File: src/rtl/sync_mem_responder.sv
// Slave end of the synchronous memory bus: zero-fills its array after reset,
// then serves one read/write per cycle with a fixed-latency in-order response.
module sync_mem_responder #(
    parameter int ADDR_WIDTH   = 4,
    parameter int DATA_WIDTH   = 32,
    parameter int MEM_SIZE     = 16,
    parameter int READ_LATENCY = 1
) (
    input  logic                  clk,
    input  logic                  reset,
    input  logic                  wr,
    input  logic                  rd,
    input  logic [ADDR_WIDTH-1:0] addr,
    input  logic [DATA_WIDTH-1:0] wdata,
    output logic [DATA_WIDTH-1:0] rdata,
    output logic                  slv_rsp,
    output logic                  busy,
    output logic                  err
);
    localparam int IDX_W = (MEM_SIZE > 1) ? $clog2(MEM_SIZE) : 1;

    typedef enum logic {INIT, RUN} state_t;
    typedef struct packed {
        logic                  rd;
        logic [DATA_WIDTH-1:0] dat;
    } rsp_t;

    state_t                  state;
    logic [IDX_W-1:0]        cnt;
    logic [DATA_WIDTH-1:0]   mem [MEM_SIZE];

    logic [READ_LATENCY:1]   vld_pipe, vld_nxt;
    rsp_t                    dat_pipe [READ_LATENCY:1];
    rsp_t                    dat_nxt  [READ_LATENCY:1];

    logic [IDX_W-1:0]        idx;
    logic                    oob, accept;

    assign idx     = addr[IDX_W-1:0];
    assign oob     = {1'b0, addr} >= (ADDR_WIDTH+1)'(MEM_SIZE);
    assign accept  = (state == RUN) && (wr ^ rd);
    assign slv_rsp = vld_pipe[READ_LATENCY];

    // Stage 1 captures the array at the request edge, so a write one edge
    // earlier is already visible to the read.
    always_comb begin
        vld_nxt[1] = accept;
        dat_nxt[1] = '{rd: rd, dat: (rd && !oob) ? mem[idx] : '0};
        for (int k = 2; k <= READ_LATENCY; k++) begin
            vld_nxt[k] = vld_pipe[k-1];
            dat_nxt[k] = dat_pipe[k-1];
        end
    end

    always_ff @(posedge clk) begin
        if (reset) begin
            state    <= INIT;
            cnt      <= '0;
            busy     <= 1'b1;
            err      <= 1'b0;
            rdata    <= '0;
            vld_pipe <= '0;
        end else begin
            vld_pipe <= vld_nxt;
            for (int k = 1; k <= READ_LATENCY; k++)
                dat_pipe[k] <= dat_nxt[k];
            // rdata loads on the same edge that raises slv_rsp for a read
            if (vld_nxt[READ_LATENCY] && dat_nxt[READ_LATENCY].rd)
                rdata <= dat_nxt[READ_LATENCY].dat;

            case (state)
                INIT: begin
                    mem[cnt] <= '0;
                    cnt      <= cnt + 1'b1;
                    err      <= wr | rd;
                    if (cnt == IDX_W'(MEM_SIZE - 1)) begin
                        state <= RUN;
                        busy  <= 1'b0;
                    end
                end
                RUN: begin
                    err <= (wr && rd) || ((wr ^ rd) && oob);
                    if (wr && !rd && !oob)
                        mem[idx] <= wdata;
                end
                default: state <= INIT;
            endcase
        end
    end
endmodule

File: config.mk
export PLATFORM = sky130hd
export DESIGN_NAME = sync_mem_responder
export DESIGN_NICKNAME = d
export VERILOG_FILES = /design/src/rtl/sync_mem_responder.sv
export SDC_FILE = /design/constraint.sdc
export NUM_CORES = 1
export LEC_CHECK = 0
export ABC_AREA = 1
export CORE_ASPECT_RATIO = 1.1
export CORE_MARGIN = 2
export CORE_UTILIZATION = 45
export DETAILED_ROUTE_END_ITERATION = 10
export SLEW_MARGIN = 10
export SYNTH_ARGS = -nofsm -noshare
export SYNTH_HDL_FRONTEND = slang
export SYNTH_SLANG_ARGS = --single-unit
export TNS_END_PERCENT = 100
File: constraint.sdc
create_clock -name clk -period 3.84 [get_ports clk]
set_clock_uncertainty 0.1 [all_clocks]
set_input_delay 0.384 -clock clk [delete_from_list [all_inputs] [get_ports clk]]
set_output_delay 0.384 -clock clk [all_outputs]
set_load 0.1 [all_outputs]
# Word-level counts from Yosys, hierarchy flattened
# Memory sizes are Yosys's and may differ from the RTL's. A register that Yosys moved wholly into a read port is not among the register bits.
# Cells that the tools add are included.
[word_totals] ff_bits=8 mem_bits_rw=512 input_bits=40 output_inout_bits=35 word_cells=31 n_memories=1
[op_classes] addsub=1 eq_ne=1 muxes=13 bitwise_logic=3 reduce_logical=7
[memory_table] name="mem" depth=16 width=32 read_ports=1 rd_ports_with_merged_regs=1 wr=1 line="30" rtl="logic [DATA_WIDTH-1:0] mem [MEM_SIZE];"
[ops] op="$mux 32" count=1
[ops] op="$reduce_or 32->1" count=1
[ops] op="$mux 1" count=10
[ops] op="$add 4x1->4 const B" count=1
[ops] op="$eq 4x4->1 const B" count=1
[ops] op="$logic_and 1x1->1" count=4
[ops] op="$mux 4" count=1
[ops] op="$pmux 1 s2" count=1
[ops] op="$reduce_and 2->1" count=1
[ops] op="$logic_not 1->1" count=1
[ops] op="$not 1->1" count=1
[ops] op="$or 1x1->1" count=1
[ops] op="$xor 1x1->1" count=1

# Logic depth before layout (Yosys ltp)
# Gate-level depths: netlist of the first run.
[depth] depth_word=8 mapped_depth=12 ltp_nobuf=9

# Worst setup path after synthesis of the first run
# No wires, ideal clock.
[synth_timing] path_kind="input-to-reg" startpoint="in rd" endpoint="mem mem[0][0], enable pin" setup_ns=0.461 arrival_time_ns=3.523 required_ns=3.279 slack_ns=-0.244 cell_stages=8 path_buffers=1 cell_sequence="inv_1 -> ha_1 -> nand3_1 -> buf_2 -> nand2_1 -> o21ai_0 -> nand2_1 -> nor3_1"
[synth_via] elab_chain_len=8 word_cells_on_any_way=9 classes_between="6 x mux; 3 x reduce/logical"
[synth_rtl] element="start, declared" line="12" rtl="input logic rd,"
[synth_rtl] element="$logic_not 1->1 (*)" line="83" rtl="if (wr && !rd && !oob)"
[synth_rtl] element="$logic_and 1x1->1 (*)" line="83"
[synth_rtl] element="$mux 1 (*)" line="83"
[synth_rtl] element="$mux 1 (*)" line="71" rtl="case (state)"
[synth_rtl] element="$mux 1 (*)" line="56" rtl="if (reset) begin"
[synth_rtl] element="$mux 1 (not written as such) (*)" line="84" rtl="mem[idx] <= wdata;"
[synth_rtl] element="$reduce_or 32->1 (no source line)"
[synth_rtl] element="$mux 4 (no source line) / $mux 1 (equally long branches)"
[synth_rtl] element="end, declared" line="30"
# Mark *: on every way between the ends. The rest lies on a longest branch, timed or not.

# Worst setup path in the final report of the first run
[layout_timing] startpoint="in rd" endpoint="mem mem[10][30], enable pin"
# Same word-level chain as after synthesis.

==> results of run 1 <==
-- critical path, cell delays in order --
cell	delay, ns
clkdlybuf4s50_1	0.43
inv_1	0.14
ha_1	0.18
nand3_2	0.21
buf_4	0.29
nand2_1	0.07
o21ai_1	0.10
inv_1	0.09
nand3_1	0.29
nor2_4	0.56
buf_4	0.28
-- Yosys cell counts, drive strengths merged --
library cell,count
nand2,813
clkbuf,30
nand3,360
nor2,48
nor3,7
edfxtp,512
dfxtp,40
ha,4
o21ai,7
buf,89
a211oi,1
o21a,32
a21oi,3
inv,338
-- state kept, by name, indices dropped and copies added, names as in the netlist --
name	cells
busy	1
cnt	4
err	1
mem	512
rdata	32
slv_rsp	1
state	1
-- final timing paths --
check	endpoint	depth (start not counted)
worst max-delay path	mem[10][30]	11
worst min-delay path	rdata[29]	7
worst max register to register	mem[10][30]	8
worst min register to register	busy	2
-- where the power goes --
part           switching, W  total (W)  internal (W)  leakage, nW
logic              0.000447   0.000630      0.000183         4.70
registers         0.0000134    0.00655       0.00654         5.91
clock network       0.00223    0.00527       0.00304        0.861
total               0.00269     0.0125       0.00976         11.5
-- cell families (layout without fill, tap and decap cells) --
group | after synthesis | in the layout | share of synthesized area (%)
DFF | 552 | 552 | 68.8
adders and majority gates | 4 | 4 | 0.213
buffers and inverters | 457 | 571 | 8.05
AOI/OAI and AO/OA | 43 | 43 | 1.27
and+or+nand+nor | 1228 | 1228 | 21.6
-- layout make-up --
type	count	area (um^2)	share of cell area (%)
flip-flops and latches	552	16200	60.1
multi-input cells	1275	5540	20.6
clock buffers	72	1480	5.50
repair buffers	133	1310	4.87
inverters	338	1280	4.75
well taps	667	835	3.10
clock inverters	28	273	1.01
-- metrics by stage --
step / utilization, % / std cells
final: 52.3 / 3065
after global routing: 52.3 / 3065
after CTS: 52.3 / 3065
after detailed placement: 48.9 / 2965
after global placement: 48.9 / 2965
after floorplan: - / 2284
-- metal layers --
layer  routed length, um  part of all wire (%)  vias to the layer above
li1                    -                     -                     7555
met1               24900                    43                     7575
met2               28400                    49                      436
met3                2980                   5.2                      101
met4                1500                   2.6                        0
met5                   0                     0                        -
==> flow_summary_export.csv, run 1 <==
group,metric,value,unit
finish,final_area,26900,um^2
placed_design,port_buffers,74,
synthesis,yosysTopAreaCellShare,65.4,%
placed_design,placedInstanceArea,25100,um^2
worst_setup_path,worstSetupPathType,"in2reg",
clocking,clk_path_buf_depth,3,
sta,finalSetupViolCount,0,
synthesis,synth_top_area_cell,"edfxtp_1",
clocking,clk_latency,0.60,ns
clocking,cts_resized,0,
drt,wl_per_cell,18.9,um
synthesis,avgSynthCellArea,10.3,um^2
sta,max_slew.worst_pin.slew,1.08,ns
grt,grt_pass1_vias,15000,
worst_setup_path,r2r_setup_slack,1.03,ns
synthesis,synthesis.area,23500,um^2
clocking,clock-sinks,552,
grt,grtUsageMet2,36.8,%
floorplanning,die_w,222,um
pwr,ir_drop,325,uV
sta,max-slew-margin-rel,27.5,%
grt,top_usage_layer,"met2",
clocking,numCtsBuffers,54,
clocking,hold_buffers,0,
synthesis,synth-seq-cells,552,
clocking,cts_tree,"done",
worst_setup_path,cp-end-kind,"flop",
worst_setup_path,critPathMaxFanout,14,
grt,grt_use_met3,3.00,%
synthesis,synth_nets,2328,
sta,fin_ws,0.998,ns
floorplanning,fp.dieH,244,um
worst_setup_path,crit_start,"rd",
clocking,post_cts_buffers,0,
worst_setup_path,cp.arrival,3.05,ns
clocking,cts_root_buffer,"clkbuf_16",
sta,post-route-period-util,74.0,%
min_path,holdCritStartpoint,"addr[1]",
synthesis,synth_cells,2284,
finish,nets,2398,
sta,rsz0062_at_grt,"no",
finish,fillers,4532,
min_path,hold_class,"in2reg",
clocking,htree_levels,2,
placed_design,dpl.hpwl,32.0,mm
placed_design,post-place-ws,0.330,ns
grt,grt-ovfl-total,0,
drt,dr.pass1.iters,6,
worst_setup_path,critPathLaunchType,"input port",
drt,via_per_inst,5.11,
grt,grt_pass1_wl,88.6,mm
synthesis,seq_area_frac_synth,68.8,%
synthesis,yosysWarnings,0,
worst_setup_path,r2r-start,"state",
status,status,"finished, final reports clean",
floorplanning,rows,87,
floorplanning,dieArea,54100,um^2
drt,route.detailed.drc,0,
sta,fin_hold_ws,0.343,ns
synthesis,yosys-top-cells-area,"edfxtp_1 (65%), nand2_1 (13%), nand3_1 (7.7%)",
placed_design,gp_routability_congestion,0.825,
sta,post-route-min-period,2.84,ns
drt,via_count,15700,
floorplanning,core-area,51400,um^2
finish,layout_commonest_cell,"nand2_1",
finish,mostFrequentLayoutCells,"nand2_1 (813), edfxtp_1 (512), nand3_1 (359), inv_1 (332), clkdlybuf4s50_1 (70)",
drt,drtAntennaViolNets,0,
clocking,clk_pin_slew_worst_paths,0.06,ns
sta,max_freq,352,MHz
grt,antenna_found_initial,0,
finish,layout-drive-gt1-share,6.71,%
floorplanning,initial_core_util,45.7,%
finish,num_antenna_cells,0,
grt,met1_usage,28.4,%
drt,totalWireLength,57.8,mm
sta,setup_tns,0,ns
sta,hold_viol,0,
pwr,powerDensity,463,nW/um^2
drt,drt_iter0_markers,1292,
flow_run,max_cap_violations,0,
pwr,p_leak,11.5,nW
worst_setup_path,worstPathRequired,4.05,ns
floorplanning,io_pins,75,
sta,report.final.slew_viol_count,0,
grt,grt_usage,21.5,%
synthesis,synth_cell_types,21,
finish,area_growth,14.5,%
pwr,power,0.0125,W
grt,grt_max_degree,194,
Note: power is estimated with default switching activity, not from simulation.
==> run 2: changes to the inputs <==
clock period = 2.6 ns   (was 3.84 ns; I/O delays follow)
==> flow_summary_export.csv, run 2 (synthesis gave the netlist of run 1 again) <==
group,metric,value,unit
sta,fin_ws,0.448,ns
placed_design,dpl.hpwl,36.6,mm
drt,wl_per_cell,19.5,um
sta,max_freq,465,MHz
finish,layout_commonest_cell,"nand2_1",
floorplanning,initial_core_util,45.7,%
drt,dr.pass1.iters,5,
finish,largest_reg_flops,512,
grt,grt_pass1_vias,15700,
clocking,clk_path_buf_depth,3,
drt,via_count,16000,
worst_setup_path,slowest_delay,0.52,ns
floorplanning,fp.dieH,244,um
floorplanning,dieArea,54100,um^2
finish,num_antenna_cells,0,
floorplanning,io_pins,75,
pwr,powerDensity,663,nW/um^2
worst_setup_path,cp-end-kind,"flop",
sta,setup_tns,0,ns
clocking,htree_levels,2,
finish,reg_top3,"mem x512, rdata x32, cnt x4",
grt,grt_max_degree,131,
finish,final_area,27500,um^2
placed_design,gp_routability_congestion,0.844,
floorplanning,rows,87,
clocking,post_cts_buffers,0,
placed_design,post-place-ws,-0.132,ns
finish,regMostFlops,"mem",
clocking,cts_tree,"done",
sta,rsz0062_at_grt,"no",
min_path,hold_class,"in2reg",
pwr,ir_drop,486,uV
finish,mostFrequentLayoutCells,"nand2_1 (813), edfxtp_1 (512), nand3_1 (359), inv_1 (332), buf_4 (108)",
sta,finalSetupViolCount,0,
finish,regArea,16200,um^2
sta,max-slew-margin-rel,34.2,%
finish,nets,2452,
worst_setup_path,path_cells,"clkdlybuf4s50_1 > ha_1 > nand3_2 > buf_12 > nand2_1 > o21ai_0 > inv_1 > nand2_1 > nor2_4 > buf_12",
drt,via_per_inst,5.14,
finish,multiInputGateArea,5570,um^2
worst_setup_path,cp.arrival,2.33,ns
sta,post-route-min-period,2.15,ns
status,status,"finished, final reports clean",
grt,grt_usage,22.8,%
pwr,p_leak,11.9,nW
grt,grt-ovfl-total,0,
finish,layout-drive-gt1-share,10.0,%
clocking,clk_latency,0.60,ns
finish,area_growth,17.2,%
sta,hold_viol,0,
clocking,clk_pin_slew_worst_paths,0.06,ns
clocking,hold_buffers,0,
drt,drt_iter0_markers,1451,
worst_setup_path,worstSetupPathType,"in2reg",
drt,route.detailed.drc,0,
worst_setup_path,worstPathRequired,2.78,ns
drt,totalWireLength,60.9,mm
worst_setup_path,critPathLaunchType,"input port",
clocking,numCtsBuffers,56,
floorplanning,die_w,222,um
placed_design,placedInstanceArea,25800,um^2
clocking,cts_resized,0,
flow_run,max_cap_violations,0,
clocking,clock-sinks,552,
sta,report.final.slew_viol_count,0,
worst_setup_path,critPathMaxFanout,23,
clocking,cts_root_buffer,"clkbuf_16",
drt,drtAntennaViolNets,0,
placed_design,port_buffers,74,
floorplanning,core-area,51400,um^2
sta,post-route-period-util,82.8,%
grt,grt_pass1_wl,93.5,mm
worst_setup_path,crit_path_top_delay_cell,"clkdlybuf4s50_1",
finish,fillers,4488,
sta,max_slew.worst_pin.slew,0.983,ns
grt,antenna_found_initial,0,
## run 2: per-layer routing
metal  up-vias  routed length [um]  global-route usage [%]
met5         -                   0                       0
met3       127                3870                    4.00
met4         0                2310                    9.10
met2       556               28500                    36.6
met1      7688               26200                    30.9
li1       7651                   -                       -
## run 2: critical path, delay by kind of cell
family,cells,cell delay [ns]
AND/OR/NAND/NOR,4,0.67
adder cells (fa/ha/maj),1,0.18
buffers and inverters,4,1.05
AO/OA/AOI/OAI,1,0.14
## run 2: metrics by stage
stage / total power [W] / instances / utilization [%] / hold slack [ns]
floorplan: 0.0105 / 2284 / - / 0.229
global placement: 0.0109 / 3017 / 50.2 / 0.355
detailed placement: 0.0109 / 3017 / 50.2 / 0.364
CTS: 0.0184 / 3117 / 53.6 / 0.165
global route: 0.0188 / 3117 / 53.6 / 0.195
finish: 0.0183 / 3117 / 53.6 / 0.204
## run 2: layout make-up
type	instances	area share, %
Inverter	338	4.64
Clock inverter	27	0.659
Multi-Input combinational cell	1275	20.2
Tap cell	667	3.03
Timing Repair Buffer	185	7.13
Clock buffer	73	5.55
Sequential cell	552	58.8
## run 2: report_power, final
group	leakage [nW]	switching (W)	internal, W
Sequential	5.91	0.0000212	0.00966
Combinational	5.13	0.000677	0.000315
Clock	0.828	0.00328	0.00430
Total	11.9	0.00398	0.0143
## run 2: final timing paths
check,from,end,slack (ns),cells after the start
min,addr[2],rdata[27],0.20,6
max,wr,mem[7][15],0.45,10
max reg2reg,state,mem[7][15],0.46,8
min reg2reg,busy,busy,0.40,2
